==> src/rtl/crc32_frame_ctrl_if.sv <==
// Byte-stream handshake between the MAC datapath and the CRC frame controller.
// The controller uses the slave view; whoever drives and consumes the streams uses master.
interface crc32_frame_ctrl_if;
    logic       in_valid;
    logic       in_ready;
    logic [7:0] in_data;
    logic       in_last;
    logic       out_valid;
    logic       out_ready;
    logic [7:0] out_data;
    logic       out_last;

    modport master (
        output in_valid, in_data, in_last, out_ready,
        input  in_ready, out_valid, out_data, out_last
    );

    modport slave (
        input  in_valid, in_data, in_last, out_ready,
        output in_ready, out_valid, out_data, out_last
    );
endinterface

==> src/rtl/crc32_frame_ctrl.sv <==
// Frame sequencer for one 8-bit parallel CRC-32 engine: TX appends the FCS,
// RX checks the engine remainder and reports frame status.
module crc32_frame_ctrl #(
    parameter int unsigned MAX_LEN    = 1518,
    parameter int unsigned MIN_RX_LEN = 5
) (
    input  logic                     clk,
    input  logic                     reset,
    input  logic                     start,
    input  logic                     tx_mode,
    input  logic                     abort,
    crc32_frame_ctrl_if.slave        strm,
    output logic                     crc_clken,
    output logic                     crc_reset,
    output logic                     crc_load,
    output logic                     crc_compute,
    output logic [7:0]               crc_data,
    input  logic [7:0]               crc_data_out,
    input  logic                     crc_ok,
    output logic                     busy,
    output logic                     done,
    output logic                     frame_ok,
    output logic                     frame_err,
    output logic [15:0]              frame_len
);

    typedef enum logic [2:0] {IDLE, INIT, DATA, FCS, CHECK} state_t;

    state_t     state, state_next;
    logic       tx_r;
    logic [1:0] fcs_cnt;
    logic       xfer;
    logic       overflow;
    logic       aborting;

    assign busy     = (state != IDLE);
    assign xfer     = strm.in_valid && strm.out_ready;
    assign overflow = (frame_len >= 16'(MAX_LEN));
    assign aborting = abort && (state == INIT || state == DATA || state == FCS);

    always_comb begin
        state_next     = state;
        strm.in_ready  = 1'b0;
        strm.out_valid = 1'b0;
        strm.out_data  = '0;
        strm.out_last  = 1'b0;
        crc_clken      = 1'b0;
        crc_reset      = 1'b0;
        crc_load       = 1'b0;
        crc_compute    = 1'b0;
        crc_data       = '0;
        if (reset || aborting) begin
            state_next = IDLE;
        end else begin
            case (state)
                IDLE: if (start && !abort) state_next = INIT;
                INIT: begin
                    crc_clken  = 1'b1;
                    crc_reset  = 1'b1;
                    state_next = DATA;
                end
                DATA: begin
                    // Once the count is at the limit the next byte is refused, not forwarded.
                    if (!overflow) begin
                        strm.out_valid = strm.in_valid;
                        strm.out_data  = strm.in_data;
                        strm.in_ready  = strm.out_ready;
                        strm.out_last  = strm.in_last && !tx_r;
                        if (xfer) begin
                            crc_clken   = 1'b1;
                            crc_compute = 1'b1;
                            crc_data    = strm.in_data;
                            if (strm.in_last) state_next = tx_r ? FCS : CHECK;
                        end
                    end else if (xfer) begin
                        state_next = IDLE;
                    end
                end
                FCS: begin
                    strm.out_valid = 1'b1;
                    strm.out_data  = crc_data_out;
                    strm.out_last  = (fcs_cnt == 2'd3);
                    if (strm.out_ready) begin
                        crc_clken = 1'b1;
                        crc_load  = 1'b1;
                        if (fcs_cnt == 2'd3) state_next = IDLE;
                    end
                end
                CHECK:   state_next = IDLE;
                default: state_next = IDLE;
            endcase
        end
    end

    always_ff @(posedge clk) begin
        if (reset) begin
            state     <= IDLE;
            tx_r      <= 1'b0;
            fcs_cnt   <= '0;
            done      <= 1'b0;
            frame_ok  <= 1'b0;
            frame_err <= 1'b0;
            frame_len <= '0;
        end else begin
            state <= state_next;
            done  <= 1'b0;
            if (aborting) begin
                done      <= 1'b1;
                frame_ok  <= 1'b0;
                frame_err <= 1'b1;
            end else begin
                case (state)
                    IDLE: if (start && !abort) begin
                        tx_r      <= tx_mode;
                        frame_len <= '0;
                        frame_ok  <= 1'b0;
                        frame_err <= 1'b0;
                    end
                    DATA: if (xfer) begin
                        if (overflow) begin
                            frame_err <= 1'b1;
                            frame_ok  <= 1'b0;
                            done      <= 1'b1;
                        end else begin
                            if (frame_len != '1) frame_len <= frame_len + 16'd1;
                            if (strm.in_last) fcs_cnt <= '0;
                        end
                    end
                    FCS: if (strm.out_ready) begin
                        fcs_cnt <= fcs_cnt + 2'd1;
                        if (fcs_cnt == 2'd3) begin
                            done     <= 1'b1;
                            frame_ok <= 1'b1;
                        end
                    end
                    CHECK: begin
                        done     <= 1'b1;
                        frame_ok <= crc_ok && (frame_len >= 16'(MIN_RX_LEN));
                    end
                    default: ;
                endcase
            end
        end
    end

endmodule

==> src/flat_wrapper.sv <==
// flat-port wrapper written by rule: the top's interface ports become plain ports
module crc32_frame_ctrl_flat 
#(
    parameter int unsigned MAX_LEN    = 1518,
    parameter int unsigned MIN_RX_LEN = 5
)
  (clk, reset, start, tx_mode, abort, crc_clken, crc_reset, crc_load, crc_compute, crc_data, crc_data_out, crc_ok, busy, done, frame_ok, frame_err, frame_len, strm_in_valid, strm_in_data, strm_in_last, strm_out_ready, strm_in_ready, strm_out_valid, strm_out_data, strm_out_last);
  crc32_frame_ctrl_if strm_i ();
  input  logic clk;
  input  logic reset;
  input  logic start;
  input  logic tx_mode;
  input  logic abort;
  output logic crc_clken;
  output logic crc_reset;
  output logic crc_load;
  output logic crc_compute;
  output logic [7:0] crc_data;
  input  logic [7:0] crc_data_out;
  input  logic crc_ok;
  output logic busy;
  output logic done;
  output logic frame_ok;
  output logic frame_err;
  output logic [15:0] frame_len;
  input wire logic [$bits(strm_i.in_valid)-1:0] strm_in_valid;
  input wire logic [$bits(strm_i.in_data)-1:0] strm_in_data;
  input wire logic [$bits(strm_i.in_last)-1:0] strm_in_last;
  input wire logic [$bits(strm_i.out_ready)-1:0] strm_out_ready;
  output wire logic [$bits(strm_i.in_ready)-1:0] strm_in_ready;
  output wire logic [$bits(strm_i.out_valid)-1:0] strm_out_valid;
  output wire logic [$bits(strm_i.out_data)-1:0] strm_out_data;
  output wire logic [$bits(strm_i.out_last)-1:0] strm_out_last;
  assign strm_i.in_valid = strm_in_valid;
  assign strm_i.in_data = strm_in_data;
  assign strm_i.in_last = strm_in_last;
  assign strm_i.out_ready = strm_out_ready;
  assign strm_in_ready = strm_i.in_ready;
  assign strm_out_valid = strm_i.out_valid;
  assign strm_out_data = strm_i.out_data;
  assign strm_out_last = strm_i.out_last;
  crc32_frame_ctrl #(.MAX_LEN(MAX_LEN), .MIN_RX_LEN(MIN_RX_LEN)) u_core (.clk(clk), .reset(reset), .start(start), .tx_mode(tx_mode), .abort(abort), .strm(strm_i), .crc_clken(crc_clken), .crc_reset(crc_reset), .crc_load(crc_load), .crc_compute(crc_compute), .crc_data(crc_data), .crc_data_out(crc_data_out), .crc_ok(crc_ok), .busy(busy), .done(done), .frame_ok(frame_ok), .frame_err(frame_err), .frame_len(frame_len));
endmodule
==> config.mk <==
export PLATFORM = sky130hd
export DESIGN_NAME = crc32_frame_ctrl_flat
export DESIGN_NICKNAME = d
export VERILOG_FILES = /design/src/rtl/crc32_frame_ctrl_if.sv /design/src/rtl/crc32_frame_ctrl.sv /design/src/flat_wrapper.sv
export SDC_FILE = /design/constraint.sdc
export NUM_CORES = 1
export LEC_CHECK = 0
export ABC_CLOCK_PERIOD_IN_PS = 6700
export BUFFER_PORTS_ARGS = -buffer_cell sky130_fd_sc_hd__buf_2
export CORE_ASPECT_RATIO = 0.8
export CORE_UTILIZATION = 52
export CTS_CLUSTER_DIAMETER = 80
export DETAILED_ROUTE_END_ITERATION = 8
export PLACE_DENSITY = 0.81
export RECOVER_POWER = 25
export SLEW_MARGIN = 40
export SYNTH_ARGS = -nofsm -noshare
export SYNTH_HDL_FRONTEND = slang
export SYNTH_SLANG_ARGS = --single-unit
==> constraint.sdc <==
create_clock -name clk -period 6.7 [get_ports clk]
set_clock_uncertainty 0.15 [all_clocks]
set_input_delay 1.005 -clock clk [delete_from_list [all_inputs] [get_ports clk]]
set_output_delay 1.005 -clock clk [all_outputs]
set_load 0.01 [all_outputs]
==> flow_summary.toml, run 1 <==
[synthesis]
syn_area_per_cell_um2 = 7.63
synth_edf_count = 0
synthArstFlopShare_pct = 0
ys_types = 48
ys_seq_area_share_pct = 30.1
ys_ff_latch = 25
ys.flop_type = "dfxtp_1"
synth.cell_area_um2 = 1660
syn_inst = 218
syn_nets = 248
synth_top_area_share_pct = 30.1
synth_area_leaders = "dfxtp_1 (30%), nor2_1 (5.9%), and2_1 (5.6%)"
synth_top_area_cell = "dfxtp_1"
yosysWarnings = 0

[global_route]
grt_max_degree = 18
grt_pass1_wl_um = 6820
grt_pass1_vias = 1397
antenna_found_initial = 0
grt.total_usage_pct = 26.2
gr-total-overflow = 0

[min_path]
hold_end = "u_core.frame_err"
holdPathStages = 2
hp-start = "u_core.frame_err"
hold_path.class = "register to register"

[placement]
placed_area_um2 = 2020
placed_cells = 315
io_buffers = 67
dp_hpwl_um = 3490
pre_cts_ws_ps = 3120
routabilityCongestion = 0.885

[timing]
fin_crit_sh_pct = 58.5
fin_ws_ps = 2780
relSlewSlack_pct = 51.4
setup_tns_ps = 0
slew_viol_final = 0
fmax_ghz = 0.255
fin_crit_ps = 3920
rsz0062_at_grt = "false"
worstMarginPinSlew_ps = 729
report.final.setup_viol = 0
finalHoldViolations = 0

[floorplan]
ios = 68
num_rows = 17
die_x_um = 65.2
fp.dieH_um = 52.6
coreArea_um2 = 2890
start_util_pct = 57.5
die-area_um2 = 3430

[power]
power.density_nw_per_um2 = 231
leakage_uw = 0.000906
vdd_drop_max_mv = 0.203
p_total_uw = 475

[cells_and_area]
area_delta_synth_final_pct = 23.5
finish.cell_count_without_fillers = 319
diodes = 0
layout.nets = 312
nFillCells = 285
final_cell_area_um2 = 2060
drive_above_1_share_pct = 24.2

[clock_network]
post_cts_resized = 0
ctsLongestPathBuffers = 2
clk_pin_slew_ps = 80
cts_setup_buffers = 0
cts_root_buf = "clkbuf_8"
cts_max_level = 1
cts_buffers = 3
clock_latency_ps = 270
cts-hold-fix-buffers = 0
cts.sink_count = 25
tritoncts = "yes"

[setup_path]
worstSetupPathType = "register to output pin"
required_ps = 5540
timing.rr.end = "u_core.state[0]"
reg2reg_from = "u_core.frame_len[11]"
reg2reg_slack_ps = 4050
crit_arrival_ps = 2760
crit_fanout = 10
worstSetupStartpointType = "register"
crit_path_end_kind = "output pin"
r2r_cells = 6

[drt]
vias = 1838
drt_first_pass_iters = 5
drt_iter0_drc = 165
viasPerCell = 5.76
drc = 0
routedWlPerCell_um = 14.1
ant_nets = 0
finalWirelength_um = 4490

[run_status]
status = "finished, final reports clean"

[flow_run]
max_cap_viol_count = 0
==> worst max-delay path, stage by stage, from the launching register on <==
cell     delay (ps)
dfxtp_1         450
inv_1           130
ha_1            220
o31a_1          360
and2_0          210
or3_1           470
nor3_4          370
and2_1          170
buf_2           130
==> placed cells by master (no fill, tap or decap), drive strengths merged, types with 8 or more instances in the layout <==
cell	count
buf	56
nor2	26
dfxtp	25
nand2	18
and2	16
clkbuf	15
a21oi	13
nor2b	9
a22oi	9
o21ai	8
==> synth_stat cells (3+ instances only) <==
master,number
clkbuf_1,7
mux2i_1,3
and2_1,15
inv_1,7
a21oi_1,12
or2_2,3
nor2_1,26
a22oi_1,9
and3_1,3
dfxtp_1,25
a211oi_1,3
or3_1,4
a31oi_1,5
nand2b_1,5
nor3_1,5
o21ai_0,8
nor2b_1,9
nand2_1,18
nand3_1,7
nand4_1,6
xnor2_1,3
ha_1,5
==> layer usage <==
layer / global-route usage, % / share of wire, % / vias up / wire length (um)
met5: 0 / 0 / - / 0
li1: - / - / 915 / -
met4: 4.35 / 0.47 / 0 / 21
met2: 36.4 / 44 / 58 / 1990
met3: 5.22 / 6.1 / 5 / 275
met1: 40.8 / 49 / 860 / 2200
==> where the power goes <==
part           total [uW]  switching, uW  internal, uW
clock network        88.9           46.3          42.6
registers             185           24.2           161
logic                 201            122          79.6
==> worst max-delay path by stage <==
stage                   startpoint           to  slack [ps]  cells past startpoint
2_1_floorplan  u_core.frame_len[0]  crc_data[0]        3350                      7
3_3_place_gp   u_core.frame_len[0]  crc_data[5]        3180                      8
3_5_place_dp   u_core.frame_len[0]  crc_data[5]        3120                      8
4_1_cts        u_core.frame_len[0]  crc_data[5]        2800                      8
5_1_grt        u_core.frame_len[0]  crc_data[1]        2590                      8
6_report       u_core.frame_len[0]  crc_data[5]        2780                      8
==> flip-flops by register name (all words and copies together) (netlist names) <==
register,flops
u_core.frame_len,16
u_core.state,3
u_core.fcs_cnt,2
u_core.done,1
u_core.frame_err,1
u_core.frame_ok,1
u_core.tx_r,1
==> cell families (layout without fill, tap and decap cells) <==
family,count (synthesis),in the layout,synth area share [%]
simple gates,113,113,36.9
compound gates,54,54,22.5
flops,25,25,30.1
buf+inv,15,78,3.38
fa+ha+maj,5,5,3.76
xor+xnor,3,3,1.58
mux,3,3,1.80
==> metrics by stage <==
stage	util [%]	hold slack (ps)
5_1_grt	71.1	334
2_1_floorplan	-	286
6_report	71.1	304
4_1_cts	71.5	312
3_5_place_dp	70.0	298
3_3_place_gp	69.7	274
==> layout make-up <==
type	instances	area (um^2)	share of cell area, %
Multi-Input combinational cell	178	1110	54.2
Sequential cell	25	500	24.3
Timing Repair Buffer	67	322	15.6
Tap cell	38	47.5	2.31
Clock buffer	4	45.0	2.19
Inverter	7	26.3	1.28
Power figures use the tool's default switching activity.
==> run 2: changes to the inputs <==
ABC_CLOCK_PERIOD_IN_PS = 3840   (was 6700)
CORE_UTILIZATION = 48   (was 52)
PLACE_DENSITY = 0.76   (was 0.81)
clock period = 3.84 ns   (was 6.7 ns; I/O delays follow)
==> run 2 against run 1 <==
Hold slack improved by 1.9 ps. Clock power rose by 73%. Critical endpoint is now crc_data[1]. Die area rose by 8.0%. Largest cell class unchanged. Critical path depth did not move. Count of clock-buffer cells in the layout did not move. Largest power group unchanged. Final cell count rose by 0.94%. Sequential power rose by 75%. Combinational power rose by 76%. Total power rose by 75%.
==> flow_summary.toml, run 2 (synthesis results as in run 1) <==
[drt]
finalWirelength_um = 4400
drc = 0
routedWlPerCell_um = 13.7
vias = 1793
viasPerCell = 5.57
drt_first_pass_iters = 4
ant_nets = 0
drt_iter0_drc = 103

[setup_path]
worstSetupStartpointType = "register"
timing.rr.end = "u_core.frame_len[6]"
reg2reg_from = "u_core.frame_len[11]"
r2r_cells = 6
crit_fanout = 10
worstSetupPathType = "register to output pin"
crit_path_end_kind = "output pin"
required_ps = 3110
reg2reg_slack_ps = 1390
crit_arrival_ps = 2640

[min_path]
hold_path.class = "register to register"
hold_end = "u_core.frame_err"
hp-start = "u_core.frame_err"
holdPathStages = 2

[cells_and_area]
drive_above_1_share_pct = 22.3
reg_top3 = "u_core.frame_len: 16 flops, u_core.state: 3 flops, u_core.fcs_cnt: 2 flops"
layout.nets = 313
final_common_cell = "buf_2"
area_delta_synth_final_pct = 23.2
largest_reg_flops = 16
ff_latch_area_um2 = 500
final_cell_mix = "buf_2 (50), nor2_1 (26), dfxtp_1 (25)"
largest-register = "u_core.frame_len"
nFillCells = 319
multi_input_area_um2 = 1110
diodes = 0

[clock_network]
clk_pin_slew_ps = 80
cts_root_buf = "clkbuf_8"
cts_max_level = 1
clock_latency_ps = 270
tritoncts = "yes"
post_cts_resized = 0
cts-hold-fix-buffers = 0
cts_buffers = 3
cts_setup_buffers = 0
ctsLongestPathBuffers = 2
cts.sink_count = 25

[global_route]
grt_pass1_wl_um = 6760
grt_pass1_vias = 1393
grt.total_usage_pct = 24.4
antenna_found_initial = 0
grt_max_degree = 18
gr-total-overflow = 0

[placement]
io_buffers = 67
dp_hpwl_um = 3410
routabilityCongestion = 0.850

[floorplan]
ios = 68
fp.dieH_um = 54.7
start_util_pct = 52.0
die_x_um = 67.8
die-area_um2 = 3710
coreArea_um2 = 3200
num_rows = 18

[power]
p_total_uw = 830
power.density_nw_per_um2 = 405
leakage_uw = 0.000889
vdd_drop_max_mv = 0.319

[timing]
slew_viol_final = 0
fmax_ghz = 0.297
finalHoldViolations = 0
relSlewSlack_pct = 53.0
report.final.setup_viol = 0
worstMarginPinSlew_ps = 705
rsz0062_at_grt = "false"
setup_tns_ps = 0
fin_crit_ps = 3360
fin_crit_sh_pct = 87.6

[flow_run]
max_cap_viol_count = 0

[run_status]
status = "finished, final reports clean"
[run 2: cell count changes in the layout (fill, tap and decap cells not counted)]
| cell | delta |
|---|---|
| a211oi_2 | +1 |
| a211oi_4 | -1 |
| buf_2 | -6 |
| and2_0 | -6 |
| and2_1 | +6 |
| buf_4 | +1 |
| clkbuf_1 | +6 |
[run 2: worst max path at each step]
stage | startpoint | endpoint | slack (ps) | cells after the start
2_1_floorplan | u_core.frame_len[0] | crc_data[0] | 920 | 7
3_5_place_dp | u_core.frame_len[0] | crc_data[1] | 780 | 8
3_3_place_gp | u_core.frame_len[0] | crc_data[5] | 850 | 8
5_1_grt | u_core.frame_len[0] | crc_data[3] | 250 | 8
4_1_cts | u_core.frame_len[0] | crc_data[1] | 470 | 8
6_report | u_core.frame_len[0] | crc_data[1] | 480 | 8
[run 2: area by class of cell]
cell class / instances / share of cell area, %
Clock buffer: 4 / 2.20
Inverter: 7 / 1.28
Multi-Input combinational cell: 178 / 54.0
Sequential cell: 25 / 24.4
Tap cell: 40 / 2.44
Timing Repair Buffer: 68 / 15.7
[run 2: where the power goes]
group / switching (uW) / total, uW / internal, uW / leakage (uW)
logic: 213 / 354 / 141 / 0.000664
clock network: 79.5 / 154 / 74.2 / 0.0000228
registers: 42.5 / 323 / 281 / 0.000202
total: 335 / 830 / 496 / 0.000889
[run 2: critical path: stages (launching register included)]
cell and delay (ps):
dfxtp_1 450, inv_1 110, ha_1 210, o31a_1 320, and2_1 190, or3_1 460, nor3_4 340, and2_1 170
buf_2 120
[run 2: through the flow]
step / std cells / hold WS (ps) / util [%] / setup WS, ps / cell area (um^2)
6_report: 322 / 306 / 64.1 / 476 / 2050
2_1_floorplan: 218 / 286 / - / 918 / 1660
3_5_place_dp: 318 / 290 / 63.4 / 777 / 2030
4_1_cts: 322 / 305 / 64.8 / 466 / 2070
3_3_place_gp: 318 / 275 / 63.4 / 847 / 2030
5_1_grt: 322 / 329 / 64.1 / 252 / 2050
[run 2: routing by layer]
metal	track usage, %	routed length, um	vias to the layer above
li1	-	-	914
met1	38.5	2170	831
met2	34.3	1980	48
met3	5.00	250	0
met4	2.08	0	0
met5	0	0	-
